$ cat src/rtl/stream_merger.sv
// ============================================================================
// Module   : stream_merger
// Function : two-into-one valid/ready merger, round-robin arbitration,
//            2-entry tagged output buffer. Optional grant lock via the
//            STREAM_MERGER_LOCK_EN macro (locks grant for BEATS transfers).
// Revision : 1.0  initial release
// ============================================================================
`default_nettype none

module stream_merger #(
  parameter int WIDTH = 32,
  parameter int BEATS = 4
) (
  input  logic             iCLK,
  input  logic             iRST,
  input  logic             iValid_AM0,
  output logic             oReady_AM0,
  input  logic [WIDTH-1:0] iData_AM0,
  input  logic             iValid_AM1,
  output logic             oReady_AM1,
  input  logic [WIDTH-1:0] iData_AM1,
  output logic             oValid_BM,
  input  logic             iReady_BM,
  output logic             oSelect_BM,
  output logic [WIDTH-1:0] oData_BM
);

  if ((BEATS < 1) || (BEATS > 256)) begin : g_beats_range_err
    $error("stream_merger: BEATS must be in 1..256");
  end

  logic [1:0]     count;
  logic           last;
  logic [WIDTH:0] entry0;   // FIFO head, {select, data}
  logic [WIDTH:0] entry1;

  logic           rr_grant;
  logic           grant;
  logic           space;
  logic           xfer0;
  logic           xfer1;
  logic           push;
  logic           pop;
  logic           push_sel;
  logic [WIDTH:0] push_word;

  always_comb begin
    rr_grant = ~last;
    if (iValid_AM0 && !iValid_AM1) begin
      rr_grant = 1'b0;
    end else if (iValid_AM1 && !iValid_AM0) begin
      rr_grant = 1'b1;
    end
  end

`ifdef STREAM_MERGER_LOCK_EN
  localparam logic [7:0] LOCK_LAST  = 8'(BEATS - 1);
  localparam bit         LOCK_MULTI = (BEATS > 1);

  logic [7:0] lock_cnt;     // beats accepted so far in the active lock
  logic       lock_src;
  logic       lock_active;

  assign lock_active = (lock_cnt != 8'd0);
  assign grant       = lock_active ? lock_src : rr_grant;

  always_ff @(posedge iCLK) begin
    if (iRST) begin
      lock_cnt <= 8'd0;
      lock_src <= 1'b0;
    end else if (push) begin
      if (lock_active) begin
        if (lock_cnt == LOCK_LAST) begin
          lock_cnt <= 8'd0;
        end else begin
          lock_cnt <= lock_cnt + 8'd1;
        end
      end else if (LOCK_MULTI) begin
        lock_cnt <= 8'd1;
        lock_src <= push_sel;
      end
    end
  end
`else
  assign grant = rr_grant;
`endif

  // Space ignores a same-cycle pop so input readies never see iReady_BM.
  assign space      = (count != 2'd2);
  assign oReady_AM0 = space && (grant == 1'b0);
  assign oReady_AM1 = space && (grant == 1'b1);

  assign xfer0     = iValid_AM0 && oReady_AM0;
  assign xfer1     = iValid_AM1 && oReady_AM1;
  assign push      = xfer0 || xfer1;
  assign push_sel  = xfer1;
  assign push_word = xfer1 ? {1'b1, iData_AM1} : {1'b0, iData_AM0};

  assign oValid_BM  = (count != 2'd0);
  assign pop        = oValid_BM && iReady_BM;
  assign oSelect_BM = entry0[WIDTH];
  assign oData_BM   = entry0[WIDTH-1:0];

  always_ff @(posedge iCLK) begin
    if (iRST) begin
      count  <= 2'd0;
      last   <= 1'b1;
      entry0 <= '0;
      entry1 <= '0;
    end else begin
      if (push) begin
        last <= push_sel;
      end
      case ({push, pop})
        2'b10: begin
          if (count == 2'd0) begin
            entry0 <= push_word;
          end else begin
            entry1 <= push_word;
          end
          count <= count + 2'd1;
        end
        2'b01: begin
          entry0 <= entry1;
          count  <= count - 2'd1;
        end
        2'b11: begin
          // push implies count<2 and pop implies count>0, so count==1 here
          entry0 <= push_word;
        end
        default: begin
        end
      endcase
    end
  end

endmodule

`default_nettype wire

$ cat config.mk
export PLATFORM = sky130hd
export DESIGN_NAME = stream_merger
export DESIGN_NICKNAME = d
export VERILOG_FILES = /design/src/rtl/stream_merger.sv
export SDC_FILE = /design/constraint.sdc
export NUM_CORES = 1
export LEC_CHECK = 0
export BUFFER_PORTS_ARGS = -buffer_cell sky130_fd_sc_hd__buf_2
export CORE_MARGIN = 4
export CORE_UTILIZATION = 25
export CTS_CLUSTER_SIZE = 28
export DETAILED_ROUTE_END_ITERATION = 8
export PLACE_DENSITY = 0.47
export SKIP_LAST_GASP = 1
export SYNTH_ARGS = -nofsm -noshare
export SYNTH_HDL_FRONTEND = slang
export SYNTH_SLANG_ARGS = --single-unit
$ cat constraint.sdc
create_clock -name iCLK -period 2.1 [get_ports iCLK]
set_clock_uncertainty 0.15 [all_clocks]
set_input_delay 0.315 -clock iCLK [delete_from_list [all_inputs] [get_ports iCLK]]
set_output_delay 0.315 -clock iCLK [all_outputs]
set_load 0.03 [all_outputs]
==> results.env, run 1 <==
STD_CELL_ROWS=42
WORST-PATH-BUF-INV=1
CTSRESIZECOUNT=0
CTS_TREE='done'
POST_DRT_WL_PER_CELL_UM=14.3
SYNTH_TOP_AREA_FRAC=0.406
TIMING.CRITICAL_PATH.SLOWEST_STAGE_CELL='or3_2'
CLK_TRANSITION_REPORTED_PATHS_NS=0.05
POST-ROUTE-DRC-COUNT=0
SYNTH_MUX_AREA_FRAC=0.0972
PLACE.PORT_BUFFERS=104
CORE_REGION_AREA_UM2=13300
SYNTH_TOP_FAMILY_BY_AREA='compound AO/OA/AOI/OAI gates'
LAYOUT.FILLER_CELLS=1395
M1WIRELENGTH_UM=4080
NETLIST_TOP_CELLS_AREA='dfxtp_1 (41%), nand3b_1 (14%), o221ai_2 (13%), mux2i_1 (9.7%), a211oi_1 (7.1%)'
DIEAREA_UM2=15500
INITIAL_ANTENNA_VIOLATION_COUNT=0
FINALWEIGHTEDCONGESTION=0.685
GRT_SETUP_UNREPAIRED='no'
GLOBALROUTETOTALUTIL=0.112
POWER.DENSITY_CELL_AREA_nW_PER_UM2=1460
FINAL.MIN_CLOCK_PERIOD_NS=1.98
YOSYSSEQAREASHARE=0.406
POWER.LEAKAGE_nW=1.82
MAXCLOCKFREQUENCY_MHz=504
GRT_OVERFLOW_TOTAL=0
FINALSETUPTNS_NS=0
FINAL_SETUP_VIO_COUNT=0
DIEHEIGHT_UM=125
CTS.ROOT.BUFFER_CELL='clkbuf_16'
WORST_IR_DROP_VDD_V=0.000506
POST_CTS_HOLD_BUFFER_COUNT=0
VIAS_PER_CELL=4.65
ROUTED-WL-MET2_UM=3880
FINAL_MIN_PERIOD_OVER_CLOCK_PERIOD=0.944
SYNTH_SEQ_CELLS=69
SIGNAL_ARRIVAL_TIME_AT_THE_WORST_ENDPOINT_NS=2.08
YOSYS.AREA.TOP_TYPE='dfxtp_1'
SLEW_VIOLATIONS=0
SYNTHESIS.INSTANCES=331
DP.FINAL_HPWL_UM=5690
ANT_NETS=0
VIAS=2798
TIMING.CRITICAL_PATH.FANOUT_MAX=16
YOSYSUNIQUECELLTYPES=29
ROUTED_WL_UM=8600
DESIGN.PORTCOUNT=105
SLEW_HEADROOM=0.650
MIN_DELAY_WORST_TYPE='primary input to flip-flop'
SYNTHTOLAYOUTAREAGROWTH_PCT=30.4
POST-CTS-SETUP-BUFFERS=0
CTS-BUFFERS-INSERTED=9
YOSYS.AREA_SHARE.ADDER=0.0103
CRITPATHLAUNCHTYPE='flip-flop'
SYN-MEAN-INSTANCE-AREA_UM2=10.3
CTSLONGESTPATHBUFFERS=2
ENDPOINT_KIND='flip-flop'
CLKLATENCYLATEPIN_NS=0.33
CRIT_FAMILY='simple AND/OR/NAND/NOR gates'
INITIAL_CORE_UTIL=0.256
WORST-SLEW-PIN-TRANSITION_NS=0.525
TIMING_WORST_SETUP_PATH_TYPE='flip-flop to flip-flop'
POST-PLACE-WS_NS=0.139
MAX_CAP_VIOLATIONS=0
NNETSFINAL=494
SYNTH.CELL_AREA_UM2=3400
GRT_START_MAX_NET_PINS=67
HOLD_VIOLATIONS=0
POST_SYNTH_AND_OR_NAND_NOR_AREA_FRACTION=0.200
FINAL_LAYOUT_SIZE_SUFFIX_GT1_FRAC=0.387
CTS_MAX_LEVEL=3
YOSYS.AREA_SHARE.XOR_XNOR=0.00515
DIE_W_UM=125
LAYOUT.CELLS.NON_FILLER=602
ROUTED-WL-MET3_UM=489
TRITONCTS_NUM_SINKS=69
DETAIL_ROUTE.ITER0.VIOLATIONS=96
SYNTH_COMPOUND_AREA_FRAC=0.224
ROUTE.TOP_LAYER_USED='met4'
GRT_FIRST_PASS_WIRELENGTH_UM=14400
PLACE_INST=588
ANTENNADIODECOUNT=0
FIRST_GLOBAL_VIAS=2854
CRITICAL-PATH-MAX-STAGE-DELAY_NS=0.55
OUTCOME='completed'
SYN-NUM-NETS=402
YS.WARNINGS.COUNT=0
CRITPATHREQUIREDTIME_NS=2.20
DRT-PASS1-ITER-COUNT=4
FINALWORSTSETUPSLACK_NS=0.117
TIMING.CRITICAL_PATH.CELLS='nand2b_1 -> o21ai_0 -> ha_2 -> or3_2 -> buf_12 -> o221ai_1'
-- metal layers --
metal / global-route usage / up-vias
met4: 0.0451 / 0
met5: 0 / -
li1: - / 1427
met2: 0.178 / 66
met3: 0.0364 / 12
met1: 0.140 / 1293
-- power by group --
group	switching, mW	leakage [nW]	internal (mW)
Sequential	0.272	0.569	1.86
Clock	0.533	0.134	0.846
Combinational	1.86	1.12	1.11
Total	2.66	1.82	3.81
-- cell usage after synthesis --
library cell,n
nor2_1,35
dfxtp_1,69
buf_4,3
xnor2_1,1
buf_1,3
o21a_1,2
o221ai_1,2
nand3b_1,64
and2_1,2
buf_6,3
or3_1,3
and3_1,1
buf_2,7
nor2b_1,1
o21ai_0,4
nand2_1,2
o221ai_2,30
ha_1,2
maj3_1,1
nand3_1,1
xor2_1,1
a21boi_0,1
or2_1,1
a21oi_1,2
clkbuf_1,20
nand2b_1,1
inv_1,4
a211oi_1,32
mux2i_1,33
-- logic make-up (layout without fill, tap and decap cells) --
logic type / Yosys count / in the layout
AO/OA/AOI/OAI: 73 / 73
multiplexers: 33 / 33
XOR/XNOR: 2 / 2
flip-flops: 69 / 69
AND/OR/NAND/NOR: 111 / 111
buffers and inverters: 40 / 135
adder cells (fa/ha/maj): 3 / 3
-- final timing paths --
check	from	end	cells past startpoint	slack, ns
setup reg to reg	count[0]	entry0[30]	6	0.12
setup / recovery	count[0]	entry0[30]	6	0.12
hold reg to reg	entry1[0]	entry1[0]	2	0.35
hold / removal	iData_AM1[30]	entry0[30]	3	0.20
-- worst register-to-register path, delay by kind of cell (launching register included) --
family | cells | cell delay [ns]
adders and majority gates | 1 | 0.23
DFF | 1 | 0.35
buffers and inverters | 1 | 0.19
AOI/OAI and AO/OA | 2 | 0.30
and+or+nand+nor | 2 | 0.68
-- stage by stage --
step / hold WS (ns) / instance area [µm²] / total power [mW] / util
after floorplan: 0.310 / 3400 / 4.26 / -
after global placement: 0.328 / 4160 / 5.10 / 0.313
after detailed placement: 0.332 / 4160 / 5.16 / 0.313
after CTS: 0.192 / 4430 / 6.57 / 0.333
after global routing: 0.214 / 4430 / 6.92 / 0.333
final: 0.204 / 4430 / 6.47 / 0.333
-- sequential cells by signal, indices dropped and copies added (netlist names) --
register,count
entry0,33
last,1
entry1,33
count,2
-- cell usage in the layout (no fill, tap or decap), types with 2 or more instances in the layout --
cell type and n:
dfxtp_1 69, o221ai_2 30, inv_1 4, buf_2 104
buf_12 7, clkinv_2 2, buf_4 6, nand3b_1 64
clkbuf_16 9, o21ai_0 4, clkbuf_8 2, mux2i_1 33
a211oi_1 32, nor2_1 35, or3_1 2, nand2_1 2
o221ai_1 2, a21oi_1 2
-- layout make-up --
type / count / area (µm²) / area share
flip-flops and latches: 69 / 1380 / 0.312
clock buffers: 12 / 256 / 0.0579
inverters: 4 / 15.0 / 0.00339
repair buffers: 117 / 706 / 0.159
well taps: 176 / 220 / 0.0497
multi-input cells: 222 / 1840 / 0.416
clock inverters: 2 / 10.0 / 0.00226
(Power assumes the default switching activity.)
==> run 2: changes to the inputs <==
- MAX_ROUTING_LAYER: default -> met4
- RECOVER_POWER: default -> 25
==> run 2 against run 1 <==
Compared with the run above:
- count of clock-buffer cells in the layout unchanged
- worst setup slack better by 0.0012 ns
- register-to-register slack about the same
- cell count unchanged
- sequential cell count unchanged
- first-iteration DRC count up 3.1%
- critical path depth unchanged
- worst hold slack better by 0.0010 ns
- global-route usage up 0.32 points
- utilization down 0.24 points
- sequential power about the same
- non-clock buffer count unchanged
- critical path type unchanged
- largest cell class unchanged
==> results.env, run 2 (synthesis results as in run 1) <==
CRIT_FAMILY='simple AND/OR/NAND/NOR gates'
OUTCOME='completed'
TRITONCTS_NUM_SINKS=69  # unchanged
POST_CTS_HOLD_BUFFER_COUNT=0  # unchanged
FINAL_MIN_PERIOD_OVER_CLOCK_PERIOD=0.944  # about the same
SEQ_AREA_UM2=1380  # unchanged
CTSRESIZECOUNT=0  # unchanged
WORST-SLEW-PIN-TRANSITION_NS=0.522  # -0.00313 ns
P_COMB_FRAC=0.454  # -0.004
CTSLONGESTPATHBUFFERS=2  # unchanged
GRT_OVERFLOW_TOTAL=0  # unchanged
SIGNAL_ARRIVAL_TIME_AT_THE_WORST_ENDPOINT_NS=2.08  # about the same
CTS-BUFFERS-INSERTED=9  # unchanged
NNETSFINAL=494  # unchanged
CLK_TRANSITION_REPORTED_PATHS_NS=0.05  # about the same
WORST-PATH-BUF-INV=1  # unchanged
TIMING.HOLD.WS_NS=0.205  # +0.00101 ns
CLKLATENCYLATEPIN_NS=0.33  # about the same
MIN_DELAY_WORST_TYPE='primary input to flip-flop'
SYNTHTOLAYOUTAREAGROWTH_PCT=29.4
ROUTED_WL_UM=8580  # -0.17%
MIN_PATH_CELLS=3  # unchanged
FINAL_LAYOUT_SIZE_SUFFIX_GT1_FRAC=0.326  # -0.0610
CRITPATHLAUNCHTYPE='flip-flop'
TIMING.CRITICAL_PATH.CELLS='nand2b_1 -> o21ai_0 -> ha_2 -> or3_2 -> buf_12 -> o221ai_1'
CTS_MAX_LEVEL=3  # unchanged
P_SW_FRAC=0.415  # +0.00312
POWER_FRAC_CLOCK=0.214  # about the same
ANT_NETS=0  # unchanged
TOTALPOWERFINAL_mW=6.42  # -0.80%
POWER.LEAKAGE_nW=1.72  # -5.5%
WORST-R2R-CELL-COUNT=6  # unchanged
FIRST_GLOBAL_VIAS=2856  # +0.070%
LAYOUT.CELLS.NON_FILLER=602  # unchanged
POWER_SWITCHING_mW=2.66  # about the same
TIMING.CRITICAL_PATH.FANOUT_MAX=16  # unchanged
LAYOUT.FILLER_CELLS=1396  # +0.072%
DP.FINAL_HPWL_UM=5690  # unchanged
DIEHEIGHT_UM=125  # unchanged
FINAL_COMMON_CELL='buf_2'
TIMING.CRITICAL_PATH.SLOWEST_STAGE_CELL='or3_2'
DIE_W_UM=125  # unchanged
FINAL_SETUP_VIO_COUNT=0  # unchanged
FINALSETUPTNS_NS=0  # unchanged
INITIAL_CORE_UTIL=0.256  # unchanged
DIEAREA_UM2=15500  # unchanged
FINAL.MIN_CLOCK_PERIOD_NS=1.98  # -0.00119 ns
FINALWEIGHTEDCONGESTION=0.693  # +1.0%
SLEW_VIOLATIONS=0  # unchanged
DRT-PASS1-ITER-COUNT=4  # unchanged
CELL_INTERNAL_POWER_mW=3.76  # -1.3%
POST-ROUTE-DRC-COUNT=0  # unchanged
MAXCLOCKFREQUENCY_MHz=505  # about the same
VIAS=2814  # +0.57%
INITIAL_ANTENNA_VIOLATION_COUNT=0  # unchanged
MULTIINPUTGATEAREA_UM2=1840  # unchanged
REG_TOP3='entry0 x33, entry1 x33, count x2'
CRITICAL-PATH-MAX-STAGE-DELAY_NS=0.55  # about the same
GRT_START_MAX_NET_PINS=67  # unchanged
CRITPATHREQUIREDTIME_NS=2.20  # about the same
CORE_REGION_AREA_UM2=13300  # unchanged
PLACE.PORT_BUFFERS=104  # unchanged
POST-CTS-SETUP-BUFFERS=0  # unchanged
P_SEQ_FRAC=0.332  # +0.003
GRT_FIRST_PASS_WIRELENGTH_UM=14400  # unchanged
GRT_SETUP_UNREPAIRED='no'
POST_DRT_WL_PER_CELL_UM=14.3  # -0.17%
POWER.DENSITY_CELL_AREA_nW_PER_UM2=1460  # about the same
PLACE_INST=588  # unchanged
DESIGN.PORTCOUNT=105  # unchanged
DETAIL_ROUTE.ITER0.VIOLATIONS=99  # +3.1%
STD_CELL_ROWS=42  # unchanged
CRIT_CELLS=6  # unchanged
ANTENNADIODECOUNT=0  # unchanged
TIMING_WORST_SETUP_PATH_TYPE='flip-flop to flip-flop'
GLOBALROUTETOTALUTIL=0.115  # +0.00316
HOLD_VIOLATIONS=0  # unchanged
VIAS_PER_CELL=4.67  # +0.57%
ENDPOINT_KIND='flip-flop'
SLEW_HEADROOM=0.652  # +0.00208
MAX_CAP_VIOLATIONS=0  # unchanged
CTS.ROOT.BUFFER_CELL='clkbuf_16'
LAYOUT_COMMON_CELLS='buf_2 (78), dfxtp_1 (69), nand3b_1 (64), nor2_1 (35), mux2i_1 (33)'
WORST_IR_DROP_VDD_V=0.000503  # -0.63%
CTS_TREE='done'
==> run 2: stage by stage <==
step	worst slack [ns]	area, µm²	utilization
final	0.118	4400	0.331
after global routing	0.0251	4400	0.331
after CTS	0.118	4430	0.333
after detailed placement	0.139	4160	0.313
after global placement	0.132	4160	0.313
after floorplan	0.0390	3400	-
==> run 2: worst min-delay path, cell delays in order <==
cell and delay, ns:
buf_2 0.07, mux2i_1 0.08, o221ai_1 0.17
==> run 2: cell type report <==
| type | count | area share |
|---|---|---|
| Multi-Input combinational cell | 222 | 0.419 |
| Inverter | 4 | 0.00341 |
| Sequential cell | 69 | 0.314 |
| Timing Repair Buffer | 117 | 0.153 |
| Clock buffer | 12 | 0.0583 |
| Clock inverter | 2 | 0.00228 |
| Tap cell | 176 | 0.0501 |
==> run 2: final timing paths <==
| path | startpoint | end | slack (ns) |
|---|---|---|---|
| worst max-delay path | count[0] | entry0[30] | 0.12 |
| worst min-delay path | iData_AM1[30] | entry0[30] | 0.20 |
| worst max register to register | count[0] | entry0[30] | 0.12 |
| worst min register to register | entry1[26] | entry1[26] | 0.35 |
==> run 2: per-layer routing <==
metal  vias to the layer above  track usage  part of all wire
met5                         -            -                 0
met3                        10       0.0343             0.056
met4                         0       0.0451             0.015
li1                       1426            -                 -
met1                      1305        0.141              0.47
met2                        73        0.178              0.46
==> run 2: power groups by stage <==
| stage | logic (mW) | clock network (mW) | registers [mW] |
|---|---|---|---|
| floorplan | 1.70 | 0 | 2.56 |
| global placement | 2.96 | 0 | 2.14 |
| detailed placement | 3.01 | 0 | 2.15 |
| CTS | 3.03 | 1.42 | 2.13 |
| global route | 3.20 | 1.48 | 2.20 |
| finish | 2.91 | 1.38 | 2.13 |
